[src/rtl/c80486_pkg.sv]
// Shared types and helpers for the c80486 bus master.
// ST_BOFF only exists when C80486_BOFF_EN is defined.
package c80486_pkg;

  localparam int unsigned BEAT_COUNT = 4;

  typedef enum logic [2:0] {
    ST_IDLE = 3'd0,
    ST_T1   = 3'd1,
    ST_T2   = 3'd2,
    ST_HOLD = 3'd3
`ifdef C80486_BOFF_EN
    , ST_BOFF = 3'd4
`endif
  } state_e;

  typedef struct packed {
    logic [29:0] addr;
    logic [3:0]  be_n;
    logic        wr;
    logic        mio;
    logic        dc;
    logic        burst;
    logic [31:0] wdata;
  } req_t;

  // 486 cache-line order: the beat index flips the low address bits.
  function automatic logic [1:0] burst_addr(input logic [1:0] start, input logic [1:0] beat);
    return start ^ beat;
  endfunction

endpackage

[src/rtl/c80486_bus_master_if.sv]
// Request/response handshake and 486 bus pins of the c80486 bus master.
interface c80486_bus_master_if;
  logic        req_valid;
  logic        req_ready;
  logic [29:0] req_addr;
  logic [3:0]  req_be_n;
  logic        req_wr;
  logic        req_mio;
  logic        req_dc;
  logic        req_burst;
  logic [31:0] req_wdata;

  logic        rsp_valid;
  logic [31:0] rsp_data;
  logic        rsp_last;
  logic        rsp_err;

  logic        b_ads_n;
  logic [29:0] b_a;
  logic        b_a_oe;
  logic [3:0]  b_be_n;
  logic        b_m_ion;
  logic        b_d_cn;
  logic        b_w_rn;
  logic        b_blast_n;
  logic [31:0] b_d_out;
  logic        b_d_oe;
  logic        b_hlda;
  logic [31:0] b_d_in;
  logic        b_rdy_n;
  logic        b_brdy_n;
  logic        b_hold;
  logic        b_boff_n;

  modport master (
    input  req_valid, req_addr, req_be_n, req_wr, req_mio, req_dc, req_burst, req_wdata,
    output req_ready, rsp_valid, rsp_data, rsp_last, rsp_err,
    output b_ads_n, b_a, b_a_oe, b_be_n, b_m_ion, b_d_cn, b_w_rn, b_blast_n,
    output b_d_out, b_d_oe, b_hlda,
    input  b_d_in, b_rdy_n, b_brdy_n, b_hold, b_boff_n
  );

  modport slave (
    output req_valid, req_addr, req_be_n, req_wr, req_mio, req_dc, req_burst, req_wdata,
    input  req_ready, rsp_valid, rsp_data, rsp_last, rsp_err,
    input  b_ads_n, b_a, b_a_oe, b_be_n, b_m_ion, b_d_cn, b_w_rn, b_blast_n,
    input  b_d_out, b_d_oe, b_hlda,
    output b_d_in, b_rdy_n, b_brdy_n, b_hold, b_boff_n
  );
endinterface

[src/rtl/c80486_wait_timer.sv]
// Counts T2 wait clocks; expired is high once LIMIT-1 waits have elapsed,
// so the next unanswered wait clock is the LIMIT-th one.
module c80486_wait_timer #(
  parameter int unsigned LIMIT = 255
) (
  input  logic clk,
  input  logic rst,
  input  logic clr,
  input  logic tick,
  output logic expired
);

  localparam int unsigned W = (LIMIT > 2) ? $clog2(LIMIT) : 1;
  localparam logic [W-1:0] LAST = W'(LIMIT - 1);

  logic [W-1:0] count_r;
  logic [W-1:0] count_nxt_s;
  logic         expired_r;

  // Next count: clear wins, then saturating increment.
  always_comb begin
    count_nxt_s = count_r;
    if (clr) begin
      count_nxt_s = {W{1'b0}};
    end else if (tick && !expired_r) begin
      count_nxt_s = count_r + 1'b1;
    end else begin
      count_nxt_s = count_r;
    end
  end

  // Counter and registered expiry flag.
  always_ff @(posedge clk or posedge rst) begin
    if (rst) begin
      count_r   <= {W{1'b0}};
      expired_r <= (LAST == {W{1'b0}});
    end else begin
      count_r   <= count_nxt_s;
      expired_r <= (count_nxt_s == LAST);
    end
  end

  assign expired = expired_r;

endmodule

[src/rtl/c80486_bus_master.sv]
// 486 bus master: single/burst cycles, hold/hlda, wait timeout.
// Define C80486_BOFF_EN to add the BOFF# back-off state.
module c80486_bus_master
  import c80486_pkg::*;
#(
  parameter int unsigned TIMEOUT = 255
) (
  input  logic                       clk,
  input  logic                       rst,
  c80486_bus_master_if.master        bus
);

  state_e      state_r, state_nxt_s;
  req_t        req_r, req_nxt_s;
  logic [1:0]  beat_r, beat_nxt_s;
  logic        ready_s, accept_s, rdy_s, brdy_s, in_bus_s;
  logic        rsp_fire_s, rsp_last_s, rsp_err_s, tick_s, clr_s, expired_s;
  logic        b_ads_n_r, b_blast_n_r, b_a_oe_r, b_d_oe_r, b_hlda_r;
  logic [29:0] b_a_r;
  logic        rsp_valid_r, rsp_last_r, rsp_err_r;
  logic [31:0] rsp_data_r;

  assign ready_s  = (state_r == ST_IDLE) && !bus.b_hold && !rst;
  assign accept_s = ready_s && bus.req_valid;
  assign rdy_s    = !bus.b_rdy_n;
  assign brdy_s   = !bus.b_brdy_n;
  assign in_bus_s = (state_nxt_s == ST_T1) || (state_nxt_s == ST_T2);

  c80486_wait_timer #(.LIMIT(TIMEOUT)) u_wait_timer (
    .clk     (clk),
    .rst     (rst),
    .clr     (clr_s),
    .tick    (tick_s),
    .expired (expired_s)
  );

  // Request fields are frozen from acceptance until the cycle ends.
  always_comb begin
    req_nxt_s = req_r;
    if (accept_s) begin
      req_nxt_s.addr  = bus.req_addr;
      req_nxt_s.be_n  = bus.req_be_n;
      req_nxt_s.wr    = bus.req_wr;
      req_nxt_s.mio   = bus.req_mio;
      req_nxt_s.dc    = bus.req_dc;
      req_nxt_s.burst = bus.req_burst && !bus.req_wr;
      req_nxt_s.wdata = bus.req_wdata;
    end else begin
      req_nxt_s = req_r;
    end
  end

  // Next state, beat index, response strobes and wait-timer control.
  always_comb begin
    state_nxt_s = state_r;
    beat_nxt_s  = beat_r;
    rsp_fire_s  = 1'b0;
    rsp_last_s  = 1'b0;
    rsp_err_s   = 1'b0;
    tick_s      = 1'b0;
    clr_s       = 1'b0;
`ifdef C80486_BOFF_EN
    if (!bus.b_boff_n && ((state_r == ST_T1) || (state_r == ST_T2))) begin
      state_nxt_s = ST_BOFF;
    end else
`endif
    begin
      case (state_r)
        ST_IDLE: begin
          if (bus.b_hold) begin
            state_nxt_s = ST_HOLD;
          end else if (accept_s) begin
            state_nxt_s = ST_T1;
            beat_nxt_s  = 2'd0;
            clr_s       = 1'b1;
          end else begin
            state_nxt_s = ST_IDLE;
          end
        end
        ST_HOLD: begin
          if (bus.b_hold) begin
            state_nxt_s = ST_HOLD;
          end else begin
            state_nxt_s = ST_IDLE;
          end
        end
        ST_T1: state_nxt_s = ST_T2;
        ST_T2: begin
          if (rdy_s || brdy_s) begin
            rsp_fire_s = 1'b1;
            // RDY# always terminates; BRDY# only on the last line beat.
            if (rdy_s || !req_r.burst || (beat_r == 2'd3)) begin
              rsp_last_s  = 1'b1;
              state_nxt_s = bus.b_hold ? ST_HOLD : ST_IDLE;
            end else begin
              beat_nxt_s = beat_r + 2'd1;
              clr_s      = 1'b1;
            end
          end else if (expired_s) begin
            rsp_fire_s  = 1'b1;
            rsp_last_s  = 1'b1;
            rsp_err_s   = 1'b1;
            state_nxt_s = ST_IDLE;
          end else begin
            tick_s = 1'b1;
          end
        end
`ifdef C80486_BOFF_EN
        ST_BOFF: begin
          if (bus.b_boff_n) begin
            state_nxt_s = ST_T1;
            clr_s       = 1'b1;
          end else begin
            state_nxt_s = ST_BOFF;
          end
        end
`endif
        default: state_nxt_s = ST_IDLE;
      endcase
    end
  end

  // State, beat index and captured request.
  always_ff @(posedge clk or posedge rst) begin
    if (rst) begin
      state_r <= ST_IDLE;
      beat_r  <= 2'd0;
      req_r   <= {$bits(req_t){1'b0}};
    end else begin
      state_r <= state_nxt_s;
      beat_r  <= beat_nxt_s;
      req_r   <= req_nxt_s;
    end
  end

  // Bus pins are loaded from next-state values so they line up with the state.
  always_ff @(posedge clk or posedge rst) begin
    if (rst) begin
      b_ads_n_r   <= 1'b1;
      b_blast_n_r <= 1'b1;
      b_a_oe_r    <= 1'b0;
      b_d_oe_r    <= 1'b0;
      b_hlda_r    <= 1'b0;
      b_a_r       <= 30'd0;
    end else begin
      b_ads_n_r   <= (state_nxt_s != ST_T1);
      b_blast_n_r <= !((state_nxt_s == ST_T2) && (!req_nxt_s.burst || (beat_nxt_s == 2'd3)));
      b_a_oe_r    <= in_bus_s;
      b_d_oe_r    <= in_bus_s && req_nxt_s.wr;
      b_hlda_r    <= (state_nxt_s == ST_HOLD);
      b_a_r       <= {req_nxt_s.addr[29:2], burst_addr(req_nxt_s.addr[1:0], beat_nxt_s)};
    end
  end

  // One-clock response pulse after each terminated beat or timeout.
  always_ff @(posedge clk or posedge rst) begin
    if (rst) begin
      rsp_valid_r <= 1'b0;
      rsp_last_r  <= 1'b0;
      rsp_err_r   <= 1'b0;
      rsp_data_r  <= 32'd0;
    end else begin
      rsp_valid_r <= rsp_fire_s;
      rsp_last_r  <= rsp_last_s;
      rsp_err_r   <= rsp_err_s;
      rsp_data_r  <= (rsp_fire_s && !req_r.wr && !rsp_err_s) ? bus.b_d_in : 32'd0;
    end
  end

  assign bus.req_ready = ready_s;
  assign bus.rsp_valid = rsp_valid_r;
  assign bus.rsp_data  = rsp_data_r;
  assign bus.rsp_last  = rsp_last_r;
  assign bus.rsp_err   = rsp_err_r;
  assign bus.b_ads_n   = b_ads_n_r;
  assign bus.b_a       = b_a_r;
  assign bus.b_a_oe    = b_a_oe_r;
  assign bus.b_be_n    = req_r.be_n;
  assign bus.b_m_ion   = req_r.mio;
  assign bus.b_d_cn    = req_r.dc;
  assign bus.b_w_rn    = req_r.wr;
  assign bus.b_blast_n = b_blast_n_r;
  assign bus.b_d_out   = req_r.wdata;
  assign bus.b_d_oe    = b_d_oe_r;
  assign bus.b_hlda    = b_hlda_r;

endmodule

[src/flat_wrapper.sv]
// flat-port wrapper written by rule: the top's interface ports become plain ports
module c80486_bus_master_flat import c80486_pkg::*;
#(
  parameter int unsigned TIMEOUT = 255
)
  (clk, rst, bus_req_valid, bus_req_addr, bus_req_be_n, bus_req_wr, bus_req_mio, bus_req_dc, bus_req_burst, bus_req_wdata, bus_req_ready, bus_rsp_valid, bus_rsp_data, bus_rsp_last, bus_rsp_err, bus_b_ads_n, bus_b_a, bus_b_a_oe, bus_b_be_n, bus_b_m_ion, bus_b_d_cn, bus_b_w_rn, bus_b_blast_n, bus_b_d_out, bus_b_d_oe, bus_b_hlda, bus_b_d_in, bus_b_rdy_n, bus_b_brdy_n, bus_b_hold, bus_b_boff_n);
  c80486_bus_master_if bus_i ();
  input  logic clk;
  input  logic rst;
  input wire logic [$bits(bus_i.req_valid)-1:0] bus_req_valid;
  input wire logic [$bits(bus_i.req_addr)-1:0] bus_req_addr;
  input wire logic [$bits(bus_i.req_be_n)-1:0] bus_req_be_n;
  input wire logic [$bits(bus_i.req_wr)-1:0] bus_req_wr;
  input wire logic [$bits(bus_i.req_mio)-1:0] bus_req_mio;
  input wire logic [$bits(bus_i.req_dc)-1:0] bus_req_dc;
  input wire logic [$bits(bus_i.req_burst)-1:0] bus_req_burst;
  input wire logic [$bits(bus_i.req_wdata)-1:0] bus_req_wdata;
  output wire logic [$bits(bus_i.req_ready)-1:0] bus_req_ready;
  output wire logic [$bits(bus_i.rsp_valid)-1:0] bus_rsp_valid;
  output wire logic [$bits(bus_i.rsp_data)-1:0] bus_rsp_data;
  output wire logic [$bits(bus_i.rsp_last)-1:0] bus_rsp_last;
  output wire logic [$bits(bus_i.rsp_err)-1:0] bus_rsp_err;
  output wire logic [$bits(bus_i.b_ads_n)-1:0] bus_b_ads_n;
  output wire logic [$bits(bus_i.b_a)-1:0] bus_b_a;
  output wire logic [$bits(bus_i.b_a_oe)-1:0] bus_b_a_oe;
  output wire logic [$bits(bus_i.b_be_n)-1:0] bus_b_be_n;
  output wire logic [$bits(bus_i.b_m_ion)-1:0] bus_b_m_ion;
  output wire logic [$bits(bus_i.b_d_cn)-1:0] bus_b_d_cn;
  output wire logic [$bits(bus_i.b_w_rn)-1:0] bus_b_w_rn;
  output wire logic [$bits(bus_i.b_blast_n)-1:0] bus_b_blast_n;
  output wire logic [$bits(bus_i.b_d_out)-1:0] bus_b_d_out;
  output wire logic [$bits(bus_i.b_d_oe)-1:0] bus_b_d_oe;
  output wire logic [$bits(bus_i.b_hlda)-1:0] bus_b_hlda;
  input wire logic [$bits(bus_i.b_d_in)-1:0] bus_b_d_in;
  input wire logic [$bits(bus_i.b_rdy_n)-1:0] bus_b_rdy_n;
  input wire logic [$bits(bus_i.b_brdy_n)-1:0] bus_b_brdy_n;
  input wire logic [$bits(bus_i.b_hold)-1:0] bus_b_hold;
  input wire logic [$bits(bus_i.b_boff_n)-1:0] bus_b_boff_n;
  assign bus_i.req_valid = bus_req_valid;
  assign bus_i.req_addr = bus_req_addr;
  assign bus_i.req_be_n = bus_req_be_n;
  assign bus_i.req_wr = bus_req_wr;
  assign bus_i.req_mio = bus_req_mio;
  assign bus_i.req_dc = bus_req_dc;
  assign bus_i.req_burst = bus_req_burst;
  assign bus_i.req_wdata = bus_req_wdata;
  assign bus_req_ready = bus_i.req_ready;
  assign bus_rsp_valid = bus_i.rsp_valid;
  assign bus_rsp_data = bus_i.rsp_data;
  assign bus_rsp_last = bus_i.rsp_last;
  assign bus_rsp_err = bus_i.rsp_err;
  assign bus_b_ads_n = bus_i.b_ads_n;
  assign bus_b_a = bus_i.b_a;
  assign bus_b_a_oe = bus_i.b_a_oe;
  assign bus_b_be_n = bus_i.b_be_n;
  assign bus_b_m_ion = bus_i.b_m_ion;
  assign bus_b_d_cn = bus_i.b_d_cn;
  assign bus_b_w_rn = bus_i.b_w_rn;
  assign bus_b_blast_n = bus_i.b_blast_n;
  assign bus_b_d_out = bus_i.b_d_out;
  assign bus_b_d_oe = bus_i.b_d_oe;
  assign bus_b_hlda = bus_i.b_hlda;
  assign bus_i.b_d_in = bus_b_d_in;
  assign bus_i.b_rdy_n = bus_b_rdy_n;
  assign bus_i.b_brdy_n = bus_b_brdy_n;
  assign bus_i.b_hold = bus_b_hold;
  assign bus_i.b_boff_n = bus_b_boff_n;
  c80486_bus_master #(.TIMEOUT(TIMEOUT)) u_core (.clk(clk), .rst(rst), .bus(bus_i));
endmodule
[config.mk]
export PLATFORM = sky130hd
export DESIGN_NAME = c80486_bus_master_flat
export DESIGN_NICKNAME = d
export VERILOG_FILES = /design/src/rtl/c80486_pkg.sv /design/src/rtl/c80486_bus_master_if.sv /design/src/rtl/c80486_wait_timer.sv /design/src/rtl/c80486_bus_master.sv /design/src/flat_wrapper.sv
export SDC_FILE = /design/constraint.sdc
export NUM_CORES = 1
export LEC_CHECK = 0
export BUFFER_PORTS_ARGS = -buffer_cell sky130_fd_sc_hd__buf_2
export CAP_MARGIN = 20
export CORE_MARGIN = 5
export CORE_UTILIZATION = 52
export CTS_CLUSTER_SIZE = 24
export DETAILED_ROUTE_END_ITERATION = 10
export GPL_TIMING_DRIVEN = 1
export PLACE_DENSITY = 0.92
export SLEW_MARGIN = 20
export SYNTH_ARGS = -nofsm -noshare
export SYNTH_HDL_FRONTEND = slang
export SYNTH_SLANG_ARGS = --single-unit
[constraint.sdc]
create_clock -name clk -period 10.3 [get_ports clk]
set_input_delay 0 -clock clk [delete_from_list [all_inputs] [get_ports clk]]
set_output_delay 0 -clock clk [all_outputs]
set_load 0.01 [all_outputs]
==> results.tsv <==
stage	metric	value	unit
status	status	finished clean	
synthesis	yosysSeqAreaShare	60.3	%
global_route	grt_max_degree	79	
final_layout	syn2layout_area_growth	45.3	%
synthesis	synthSimpleGateAreaFrac	9.81	%
worst_setup_path	end_kind	output port	
power	p_clk_share	36.4	%
sta	drv_slew	0	
synthesis	yosys_warnings	0	
final_layout	final_nets	770	
worst_setup_path	worstSetupStartpointType	input pin	
final_layout	fill_cells	537	
routing	dr.pass1.iters	4	
synthesis	synth.net_count	503	
synthesis	yosys.area_share.adder	0.479	%
sta	grt_setup_unrepaired	false	
synthesis	synth_area	0.00523	mm2
final_layout	drive_gt1_share	48.7	%
cts	cts_tree	built	
flow_run	maxCapViolations	0	
routing	ant_nets	0	
global_route	grt_pass1_vias	4369	
cts	htree_levels	4	
power	peakVddDrop	0.123	mV
sta	worstMarginPinSlew	0.959	ns
global_route	antenna_found_initial	0	
routing	viasPerCell	4.92	
cts	numClockSinks	126	
cts	cts_resized	0	
synthesis	synth_most_common_cell	dfrtp_1	
sta	slew_headroom	36.1	%
synthesis	async_reset_ff_share	100	%
routing	num_vias	3963	
routing	wl	14.5	mm
synthesis	syn-instance-count	392	
sta	skew	0.00479	ns
global_route	grt_pass1_wl	22.1	mm
synthesis	yosys.area.top_type	dfrtp_1	
cts	cts_root_buf	clkbuf_8	
worst_setup_path	rr_worst_depth	6	
power	power.density	197	mW/mm2
routing	wl_per_cell	18.0	um
sta	timing.fmax	0.417	GHz
power	cellLeakagePower	3.92	nW
synthesis	synth_area_leaders	dfrtp_1 59%, mux2_2 15%, buf_4 9.3%	
min_path	hold_path.class	in2async	
synthesis	yosys-top-cells-count	124 x dfrtp_1, 69 x mux2_2, 65 x buf_4	
sta	fin_crit_sh	23.3	%
worst_setup_path	cpMostUsedCell	buf_2	
placement	io_buffer_count	217	
sta	setup_violations	0	
worst_setup_path	cp_slowest_cell	buf_4	
worst_setup_path	r2r_end	u_core.u_wait_timer.expired	
floorplan	core.rowCount	36	
synthesis	synth_xor_area_share	1.68	%
power	combPwrFrac	21.0	%
cts	cts_buffer_depth	2	
synthesis	synth-edff-count	0	
worst_setup_path	path_buf_inv	5	
floorplan	start_util	53.5	%
synthesis	synth_top_family_by_area	multiplexers	
worst_setup_path	crit_fanout	76	
sta	hold_viol_final	0	
synthesis	muxShareOfSynthArea	15.1	%
placement	gp_congestion	0.789	
power	p_sw	0.416	mW
cts	cts_buffers	17	
synthesis	synth-main-ff-cell	dfrtp_1	
sta	whs	0.136	ns
worst_setup_path	path_class	in2out	
synthesis	synth-compound-area-share	2.08	%
floorplan	die_area	0.0122	mm2
synthesis	yosysTopAreaCellShare	59.3	%
power	p_int	1.08	mW
worst_setup_path	crit_start	rst	
power	design_power_total	1.50	mW
worst_setup_path	reg2reg_from	u_core.state_r[1]	
synthesis	ys_seq_elements	126	
worst_setup_path	cp_slowest_stage_delay	0.84	ns
placement	hpwlAfterDp	8.39	mm
routing	drt_iter0_markers	159	
routing	drc_errors	0	
floorplan	dieWidth	110	um
global_route	grt_overflow_total	0	
worst_setup_path	cp.depth	6	
worst_setup_path	crit_required	10.30	ns
synthesis	syn_avg_cell_area	13.3	um2
worst_setup_path	cp.arrival	2.40	ns
worst_setup_path	critical_path.top_delay_family	buffers and inverters	
synthesis	synth_cell_type_count	42	
sta	min_period	2.40	ns
floorplan	core	0.00977	mm2
cts	clk_pin_slew	0.06	ns
power	p_seq_share	42.7	%
floorplan	io_pins	219	
power	switching_share	27.8	%
global_route	track_usage	24.6	%
floorplan	die_h	110	um
sta	setup_tns	0	ns
cts	clock_latency	0.50	ns
worst_setup_path	path_cells	dlygate4sd3_1, buf_2, inv_4, buf_4, and3_1, buf_2	
worst_setup_path	rrSetupSlack	7.91	ns
## layout by cell type, fill, tap and decap left out, types with 2 or more instances in the layout
cell type      instances
and2_1                35
ha_1                   2
dfrtp_1              124
xnor2_1                3
clkbuf_8               3
dfstp_2                2
clkinv_2               2
nand2b_1               2
nand4_1                4
clkbuf_16             16
mux2_2                69
clkinvlp_4             8
o31ai_1                2
nor2_1                16
and3_1                 5
nor3_1                 4
nand3_1                4
buf_4                  2
xor2_1                 7
clkinv_4               2
o21ai_0                5
buf_2                217
nand2_1                8
dlygate4sd3_1        106
## power groups by stage
stage	Clock, mW	Sequential, mW	Combinational (mW)
global route	0.585	0.648	0.340
finish	0.545	0.639	0.314
floorplan	0	0.634	0.241
CTS	0.554	0.635	0.307
detailed placement	0	0.642	0.275
global placement	0	0.633	0.266
## through the flow
stage	area [um2]	worst slack [ns]	cells	util, %
2_1_floorplan	5230	5.95	392	-
3_3_place_gp	5960	8.02	666	61.0
3_5_place_dp	5960	7.88	666	61.0
4_1_cts	7580	7.81	804	77.5
5_1_grt	7600	7.60	805	77.7
6_report	7600	7.90	806	77.8
## metal layers
metal / up-vias / routed length [um] / track usage (%)
met5: - / 0 / 0
met2: 203 / 7260 / 41.2
li1: 1794 / - / -
met3: 32 / 1410 / 8.27
met4: 0 / 358 / 11.5
met1: 1934 / 5500 / 28.4
## cells by family after synthesis
kind of cell	count (synthesis)
buffers and inverters	79
XOR/XNOR	10
AO/OA/AOI/OAI	16
multiplexers	70
AND/OR/NAND/NOR	88
flip-flops	126
other	1
adder cells (fa/ha/maj)	2
## worst register-to-register path, stage by stage, from the launching register on
cell and delay, ns:
dfrtp_1 0.51, nor2_1 0.10, nand4_1 0.10, buf_4 0.73, nand2_1 0.44, nor2_1 0.22
nor4b_2 0.20
## timing repair
| action | in CTS | in global routing |
|---|---|---|
| hold endpoints to repair | 165 | 0 |
| hold buffers | 106 | 0 |
| buffers inserted | 0 | 0 |
| endpoints found under the setup margin | 0 | 0 |
## flip-flops by register name, indices dropped and copies added, names as in the netlist, 2 cells and up
name	cells
u_core.req_r	30
u_core.bus.rsp_data	32
u_core.beat_r	2
u_core.u_wait_timer.count_r	8
u_core.bus.b_d_out	32
u_core.bus.b_be_n	4
u_core.bus.b_a	3
u_core.state_r	3
## layout make-up
| cell class | instances | area, um2 | area share, % |
|---|---|---|---|
| multi-input combinational | 187 | 1540 | 20.2 |
| antenna | 1 | 2.50 | 0.0329 |
| clock inverter | 13 | 118 | 1.55 |
| sequential | 126 | 3160 | 41.5 |
| tap | 133 | 166 | 2.19 |
| inverter | 1 | 6.26 | 0.0823 |
| clock buffer | 19 | 442 | 5.81 |
| timing repair buffer | 326 | 2170 | 28.6 |
## how the worst max path moves through the flow
| stage | endpoint | slack, ns |
|---|---|---|
| 2_1_floorplan | u_core.bus.b_be_n[0] | 5.95 |
| 3_3_place_gp | u_core.bus.rsp_data[27] | 8.02 |
| 3_5_place_dp | u_core.bus.rsp_data[27] | 7.88 |
| 4_1_cts | bus_req_ready | 7.81 |
| 5_1_grt | bus_req_ready | 7.60 |
| 6_report | bus_req_ready | 7.90 |
Note: power is estimated with default switching activity, not from simulation.
